==> src/rtl/stack_pkg.sv <==
// Shared constants and command decode for the hardware LIFO stack.
// The pointer is one bit wider than the address so that sp can reach DEPTH.
package stack_pkg;

   localparam int WIDTH_DEF = 8;
   localparam int DEPTH_DEF = 16;

   function automatic int ptr_w(input int depth);
      return $clog2(depth) + 1;
   endfunction

   localparam int PTR_W = ptr_w(DEPTH_DEF);

   typedef enum logic [2:0] {
      CMD_NONE  = 3'd0,
      CMD_PUSH  = 3'd1,
      CMD_POP   = 3'd2,
      CMD_TOS   = 3'd3,
      CMD_MULTI = 3'd4
   } cmd_e;

   // Any combination with more than one command bit set is illegal.
   function automatic cmd_e decode_cmd(input logic push, input logic pop, input logic tos);
      cmd_e c;
      case ({push, pop, tos})
         3'b000:  c = CMD_NONE;
         3'b100:  c = CMD_PUSH;
         3'b010:  c = CMD_POP;
         3'b001:  c = CMD_TOS;
         default: c = CMD_MULTI;
      endcase
      return c;
   endfunction

endpackage

==> src/rtl/hw_stack_if.sv <==
// Command/data bundle between a stack user (master) and hw_stack (slave).
interface hw_stack_if
   import stack_pkg::*;
#(
   parameter int WIDTH = WIDTH_DEF,
   parameter int DEPTH = DEPTH_DEF
);
   logic                    push;
   logic                    pop;
   logic                    tos;
   logic [WIDTH-1:0]        d_in;
   logic [WIDTH-1:0]        d_out;
   logic [ptr_w(DEPTH)-1:0] count;
   logic                    empty;
   logic                    full;
   logic                    ovf;
   logic                    udf;
   logic                    cmd_err;

   modport master (
      output push, pop, tos, d_in,
      input  d_out, count, empty, full, ovf, udf, cmd_err
   );

   modport slave (
      input  push, pop, tos, d_in,
      output d_out, count, empty, full, ovf, udf, cmd_err
   );
endinterface

==> src/rtl/stack_mem.sv <==
// Stack storage: one synchronous write port, one asynchronous read port.
// Contents are never reset; the stack pointer alone decides validity.
module stack_mem
   import stack_pkg::*;
#(
   parameter int WIDTH = WIDTH_DEF,
   parameter int DEPTH = DEPTH_DEF,
   parameter int AW    = $clog2(DEPTH)
) (
   input  logic             clk,
   input  logic             we,
   input  logic [AW-1:0]    waddr,
   input  logic [WIDTH-1:0] wdata,
   input  logic [AW-1:0]    raddr,
   output logic [WIDTH-1:0] rdata
);
   logic [WIDTH-1:0] mem_r [DEPTH];

   // Write port
   always_ff @(posedge clk) begin
      if (we) begin
         mem_r[waddr] <= wdata;
      end
   end

   assign rdata = mem_r[raddr];
endmodule

==> src/rtl/hw_stack.sv <==
// LIFO stack: push/pop/tos control, stack pointer, registered read data
// and sticky error flags (overflow, underflow, illegal command combination).
module hw_stack
   import stack_pkg::*;
#(
   parameter int WIDTH = WIDTH_DEF,
   parameter int DEPTH = DEPTH_DEF
) (
   input  logic      clk,
   input  logic      rst,
   hw_stack_if.slave bus
);
   localparam int PW = ptr_w(DEPTH);
   localparam int AW = $clog2(DEPTH);
   localparam logic [PW-1:0] SP_ZERO = {PW{1'b0}};
   localparam logic [PW-1:0] SP_ONE  = {{(PW-1){1'b0}}, 1'b1};
   localparam logic [PW-1:0] SP_FULL = PW'(DEPTH);

   logic [PW-1:0]    sp_r, sp_nxt_s;
   logic [WIDTH-1:0] d_out_r, d_out_nxt_s, rd_data_s;
   logic             ovf_r, udf_r, cmd_err_r;
   logic             ovf_set_s, udf_set_s, err_set_s;
   logic             wr_en_s, mem_we_s;
   logic             empty_s, full_s;
   logic [AW-1:0]    wr_addr_s, rd_addr_s;
   cmd_e             cmd_s;

   assign cmd_s     = decode_cmd(bus.push, bus.pop, bus.tos);
   assign empty_s   = (sp_r == SP_ZERO);
   assign full_s    = (sp_r == SP_FULL);
   assign wr_addr_s = sp_r[AW-1:0];
   assign rd_addr_s = AW'(sp_r - SP_ONE);
   assign mem_we_s  = wr_en_s & ~rst;

   stack_mem #(
      .WIDTH (WIDTH),
      .DEPTH (DEPTH),
      .AW    (AW)
   ) u_mem (
      .clk   (clk),
      .we    (mem_we_s),
      .waddr (wr_addr_s),
      .wdata (bus.d_in),
      .raddr (rd_addr_s),
      .rdata (rd_data_s)
   );

   // Next-state decode: guards keep sp inside 0..DEPTH, errors leave state untouched
   always_comb begin
      sp_nxt_s    = sp_r;
      d_out_nxt_s = d_out_r;
      wr_en_s     = 1'b0;
      ovf_set_s   = 1'b0;
      udf_set_s   = 1'b0;
      err_set_s   = 1'b0;
      case (cmd_s)
         CMD_NONE: begin
            sp_nxt_s = sp_r;
         end
         CMD_PUSH: begin
            if (full_s) begin
               ovf_set_s = 1'b1;
            end else begin
               wr_en_s  = 1'b1;
               sp_nxt_s = sp_r + SP_ONE;
            end
         end
         CMD_POP: begin
            if (empty_s) begin
               udf_set_s = 1'b1;
            end else begin
               d_out_nxt_s = rd_data_s;
               sp_nxt_s    = sp_r - SP_ONE;
            end
         end
         CMD_TOS: begin
            if (empty_s) begin
               udf_set_s = 1'b1;
            end else begin
               d_out_nxt_s = rd_data_s;
            end
         end
         CMD_MULTI: begin
            err_set_s = 1'b1;
         end
         default: begin
            err_set_s = 1'b1;
         end
      endcase
   end

   // Pointer, read data and sticky flags; reset overrides any command
   always_ff @(posedge clk) begin
      if (rst) begin
         sp_r      <= SP_ZERO;
         d_out_r   <= {WIDTH{1'b0}};
         ovf_r     <= 1'b0;
         udf_r     <= 1'b0;
         cmd_err_r <= 1'b0;
      end else begin
         sp_r      <= sp_nxt_s;
         d_out_r   <= d_out_nxt_s;
         ovf_r     <= ovf_r | ovf_set_s;
         udf_r     <= udf_r | udf_set_s;
         cmd_err_r <= cmd_err_r | err_set_s;
      end
   end

   assign bus.d_out   = d_out_r;
   assign bus.count   = sp_r;
   assign bus.empty   = empty_s;
   assign bus.full    = full_s;
   assign bus.ovf     = ovf_r;
   assign bus.udf     = udf_r;
   assign bus.cmd_err = cmd_err_r;
endmodule

==> src/flat_wrapper.sv <==
// flat-port wrapper written by rule: the top's interface ports become plain ports
module hw_stack_flat import stack_pkg::*;
#(
   parameter int WIDTH = WIDTH_DEF,
   parameter int DEPTH = DEPTH_DEF
)
  (clk, rst, bus_push, bus_pop, bus_tos, bus_d_in, bus_d_out, bus_count, bus_empty, bus_full, bus_ovf, bus_udf, bus_cmd_err);
  hw_stack_if #(.WIDTH(WIDTH), .DEPTH(DEPTH)) bus_i ();
  input  logic clk;
  input  logic rst;
  input wire logic [$bits(bus_i.push)-1:0] bus_push;
  input wire logic [$bits(bus_i.pop)-1:0] bus_pop;
  input wire logic [$bits(bus_i.tos)-1:0] bus_tos;
  input wire logic [$bits(bus_i.d_in)-1:0] bus_d_in;
  output wire logic [$bits(bus_i.d_out)-1:0] bus_d_out;
  output wire logic [$bits(bus_i.count)-1:0] bus_count;
  output wire logic [$bits(bus_i.empty)-1:0] bus_empty;
  output wire logic [$bits(bus_i.full)-1:0] bus_full;
  output wire logic [$bits(bus_i.ovf)-1:0] bus_ovf;
  output wire logic [$bits(bus_i.udf)-1:0] bus_udf;
  output wire logic [$bits(bus_i.cmd_err)-1:0] bus_cmd_err;
  assign bus_i.push = bus_push;
  assign bus_i.pop = bus_pop;
  assign bus_i.tos = bus_tos;
  assign bus_i.d_in = bus_d_in;
  assign bus_d_out = bus_i.d_out;
  assign bus_count = bus_i.count;
  assign bus_empty = bus_i.empty;
  assign bus_full = bus_i.full;
  assign bus_ovf = bus_i.ovf;
  assign bus_udf = bus_i.udf;
  assign bus_cmd_err = bus_i.cmd_err;
  hw_stack #(.WIDTH(WIDTH), .DEPTH(DEPTH)) u_core (.clk(clk), .rst(rst), .bus(bus_i));
endmodule
==> config.mk <==
export PLATFORM = sky130hd
export DESIGN_NAME = hw_stack_flat
export DESIGN_NICKNAME = d
export VERILOG_FILES = /design/src/rtl/stack_pkg.sv /design/src/rtl/hw_stack_if.sv /design/src/rtl/stack_mem.sv /design/src/rtl/hw_stack.sv /design/src/flat_wrapper.sv
export SDC_FILE = /design/constraint.sdc
export NUM_CORES = 1
export LEC_CHECK = 0
export BUFFER_PORTS_ARGS = -buffer_cell sky130_fd_sc_hd__buf_2
export CORE_ASPECT_RATIO = 0.5
export CORE_MARGIN = 2
export CORE_UTILIZATION = 35
export CTS_BUF_LIST = sky130_fd_sc_hd__clkbuf_4 sky130_fd_sc_hd__clkbuf_8
export CTS_CLUSTER_SIZE = 30
export DETAILED_ROUTE_END_ITERATION = 8
export HOLD_SLACK_MARGIN = 0.1
export PLACE_DENSITY = 0.61
export SETUP_SLACK_MARGIN = 0.15
export SLEW_MARGIN = 20
export SYNTH_ARGS = -nofsm -noshare
export SYNTH_HDL_FRONTEND = slang
export SYNTH_SLANG_ARGS = --single-unit
==> constraint.sdc <==
create_clock -name clk -period 3.32 [get_ports clk]
set_input_delay 0 -clock clk [delete_from_list [all_inputs] [get_ports clk]]
set_output_delay 0 -clock clk [all_outputs]
set_load 0.03 [all_outputs]
==> flow_summary.toml <==
[status]
status = "finished clean"

[yosys]
yosys_warnings = 0
synth_compound_area_frac = 0.0271
yosys.area.top_type = "edfxtp_1"
muxShareOfSynthArea = 0.170
ys_seq_area_frac = 0.715
synth_top_area_frac = 0.660
synth_xor_area_frac = 0.00881
synthCells = 317
ys_seq_elements = 144
synth_top_family_by_area = "multiplexers"
yosys-top-cells-area = "edfxtp_1 (66%), mux4_2 (7.4%), mux2i_1 (5.8%)"
synth-simple-area-share = 0.0509
synth_edf_count = 128
async_reset_ff_frac = 0
yosys.area_share.adder = 0.0125
synth.distinct_cells = 41
syn_nets = 335
avgSynthCellArea_um2 = 18.4
synthFlopType = "edfxtp_1"
syn_area_um2 = 5820

[power_and_ir_drop]
p_leak_nw = 2.31
swShare = 0.229
p_int_mw = 2.92
p_seq_frac = 0.524
power.density_nw_per_um2 = 550
p_comb_frac = 0.101
peakVddDrop_uv = 230
finalPower_mw = 3.79
clkPwrFrac = 0.375
switchingPower_mw = 0.870

[sta]
fmax_mhz = 367
rsz0062_at_grt = "false"
fin_hold_ws_ns = 0.452
finalHoldViolations = 0
period_share = 0.820
maxSlewHeadroom = 0.394
fin_skew_ns = 0.0128
worst_pin_slew_ns = 0.906
setup_viol = 0
drv_slew = 0
fin_setup_tns_ns = 0
period_needed_ns = 2.72

[hold_path]
min_path_cells = 3
hold_end = "u_core.bus.count[3]$_SDFFE_PP0P_"
min_from = "rst"
hp-class = "input port to flip-flop"

[flow_run]
cap_viol_max_count = 0

[detailed_routing]
wl_um = 11700
via_count = 2994
ant_nets = 0
drc = 0
wl_per_cell_um = 18.8
routed_via_density = 4.82
drt_iter0_drc = 237
dr.pass1.iters = 4

[grt]
overflow = 0
grt_max_degree = 39
antenna_found_initial = 0
grt_pass1_wl_um = 18000
grt_pass1_vias = 2987
grtUsageTotal = 0.139

[die]
die-area_um2 = 17700
die_w_um = 186
io_pins = 31
core_area_um2 = 16300
start_util = 0.357
fp.dieH_um = 95.2
fp-row-count = 33

[clocking]
cts_setup_buffers = 0
clock_path_buffers = 2
htreeDepth = 4
clock-root-buffer = "clkbuf_8"
cts-resized-gates = 0
tritoncts = "built"
path_clk_slew_ns = 0.08
insertion_delay_ns = 0.43
numCtsBuffers = 17
numClockSinks = 144
hold_buffers = 14

[finish]
final_common_cell = "edfxtp_1"
nets = 399
synthToLayoutAreaGrowth_pct = 18.5
drive_gt1_frac = 0.279
stdcell_count = 621
fillers = 1407
antenna-diode-count = 0
final_cell_mix = "edfxtp_1 (128), mux2i_1 (34), buf_2 (30)"

[critical_path]
path_class = "flip-flop to flip-flop"
startpoint = "u_core.bus.count[1]$_SDFFE_PP0P_"
cp-start-kind = "flip-flop"
worstPathCellList = "inv_1, ha_1, xor2_4, buf_12, mux4_1, mux2_2, a221o_1"
required_ns = 3.63
cp_max_fo = 17
worst_path_largest_cell_delay_ns = 0.56
r2r-end = "u_core.bus.d_out[3]$_SDFFE_PP0P_"
arrival_ns = 3.04
path_delay_family = "multiplexers"
r2r_start = "u_core.bus.count[1]$_SDFFE_PP0P_"
reg2regPathDepth = 7
path_buf_inv = 2
endpoint_kind = "flip-flop"
crit_slowest_cell = "mux4_1"
r2r_slack_ns = 0.60

[placed_design]
gp_congestion = 0.769
dp_cells = 575
dp_hpwl_um = 7230
io_buffers = 30
area by class of cell:
| class | instances | area [µm²] | share of cell area |
|---|---|---|---|
| flip-flops and latches | 144 | 4160 | 0.604 |
| multi-input cells | 154 | 1590 | 0.230 |
| repair buffers | 60 | 435 | 0.0631 |
| well taps | 227 | 284 | 0.0412 |
| clock buffers | 19 | 249 | 0.0361 |
| clock inverters | 13 | 161 | 0.0234 |
| inverters | 4 | 15.0 | 0.00218 |
worst reg2reg max path, stage by stage (launching register included):
cell,delay (ns)
dfxtp_1,0.44
inv_1,0.12
ha_1,0.27
xor2_4,0.41
buf_12,0.24
mux4_1,0.56
mux2_2,0.27
a221o_1,0.29
flip-flops by register name, indices dropped and copies added, names as in the netlist:
register / count
u_core.bus.cmd_err: 1
u_core.bus.udf: 1
u_core.bus.d_out: 8
u_core.bus.ovf: 1
u_core.u_mem.mem_r: 128
u_core.bus.count: 5
through the flow:
stage / util / setup WS [ns] / instance area [µm²]
after CTS: 0.423 / 0.559 / 6900
after global routing: 0.423 / 0.430 / 6900
after floorplan: - / 0.191 / 5830
final: 0.423 / 0.598 / 6900
after global placement: 0.389 / 0.652 / 6350
after detailed placement: 0.389 / 0.576 / 6350
how the worst max path moves through the flow:
stage | endpoint | cells past startpoint | slack [ns]
after floorplan | u_core.bus.d_out[0]$_SDFFE_PP0P_ | 9 | 0.19
after global placement | u_core.bus.d_out[4]$_SDFFE_PP0P_ | 7 | 0.65
after detailed placement | u_core.bus.d_out[3]$_SDFFE_PP0P_ | 7 | 0.58
after CTS | u_core.bus.d_out[3]$_SDFFE_PP0P_ | 7 | 0.56
after global routing | u_core.bus.d_out[4]$_SDFFE_PP0P_ | 7 | 0.43
final | u_core.bus.d_out[3]$_SDFFE_PP0P_ | 7 | 0.60
power by group through the flow:
stage	combinational (mW)	clock (mW)	sequential, mW
after floorplan	0.245	0	2.05
after global placement	0.369	0	2.03
after detailed placement	0.375	0	2.03
after CTS	0.388	1.45	1.99
after global routing	0.415	1.53	1.99
final	0.382	1.42	1.99
Yosys cell counts, types with 2 or more instances:
| cell | number |
|---|---|
| edfxtp_1 | 128 |
| mux2i_1 | 34 |
| nor2_1 | 22 |
| mux4_2 | 19 |
| dfxtp_1 | 16 |
| nor3_1 | 11 |
| a221o_1 | 8 |
| mux2_2 | 8 |
| clkbuf_1 | 7 |
| a21oi_1 | 5 |
| buf_2 | 5 |
| ha_1 | 5 |
| mux4_1 | 5 |
| nand2_1 | 5 |
| nand2b_1 | 4 |
| or4_1 | 3 |
| xnor2_1 | 3 |
| and3_1 | 2 |
| inv_1 | 2 |
| inv_2 | 2 |
| nor3b_1 | 2 |
| o31ai_1 | 2 |
cells by family after synthesis:
logic type	count (synthesis)
DFF	144
xor gates and xnor gates	5
muxes	66
buffers and inverters	19
and+or+nand+nor	57
adders and majority gates	6
AOI/OAI and AO/OA	20
layer usage:
| metal | share of wire | global-route usage | up-vias |
|---|---|---|---|
| li1 | - | - | 1406 |
| met1 | 0.47 | 0.185 | 1507 |
| met2 | 0.48 | 0.232 | 75 |
| met3 | 0.046 | 0.0342 | 6 |
| met4 | 0.0054 | 0.0400 | 0 |
| met5 | 0 | 0 | - |
No activity file was read; power rests on OpenSTA's default activity.
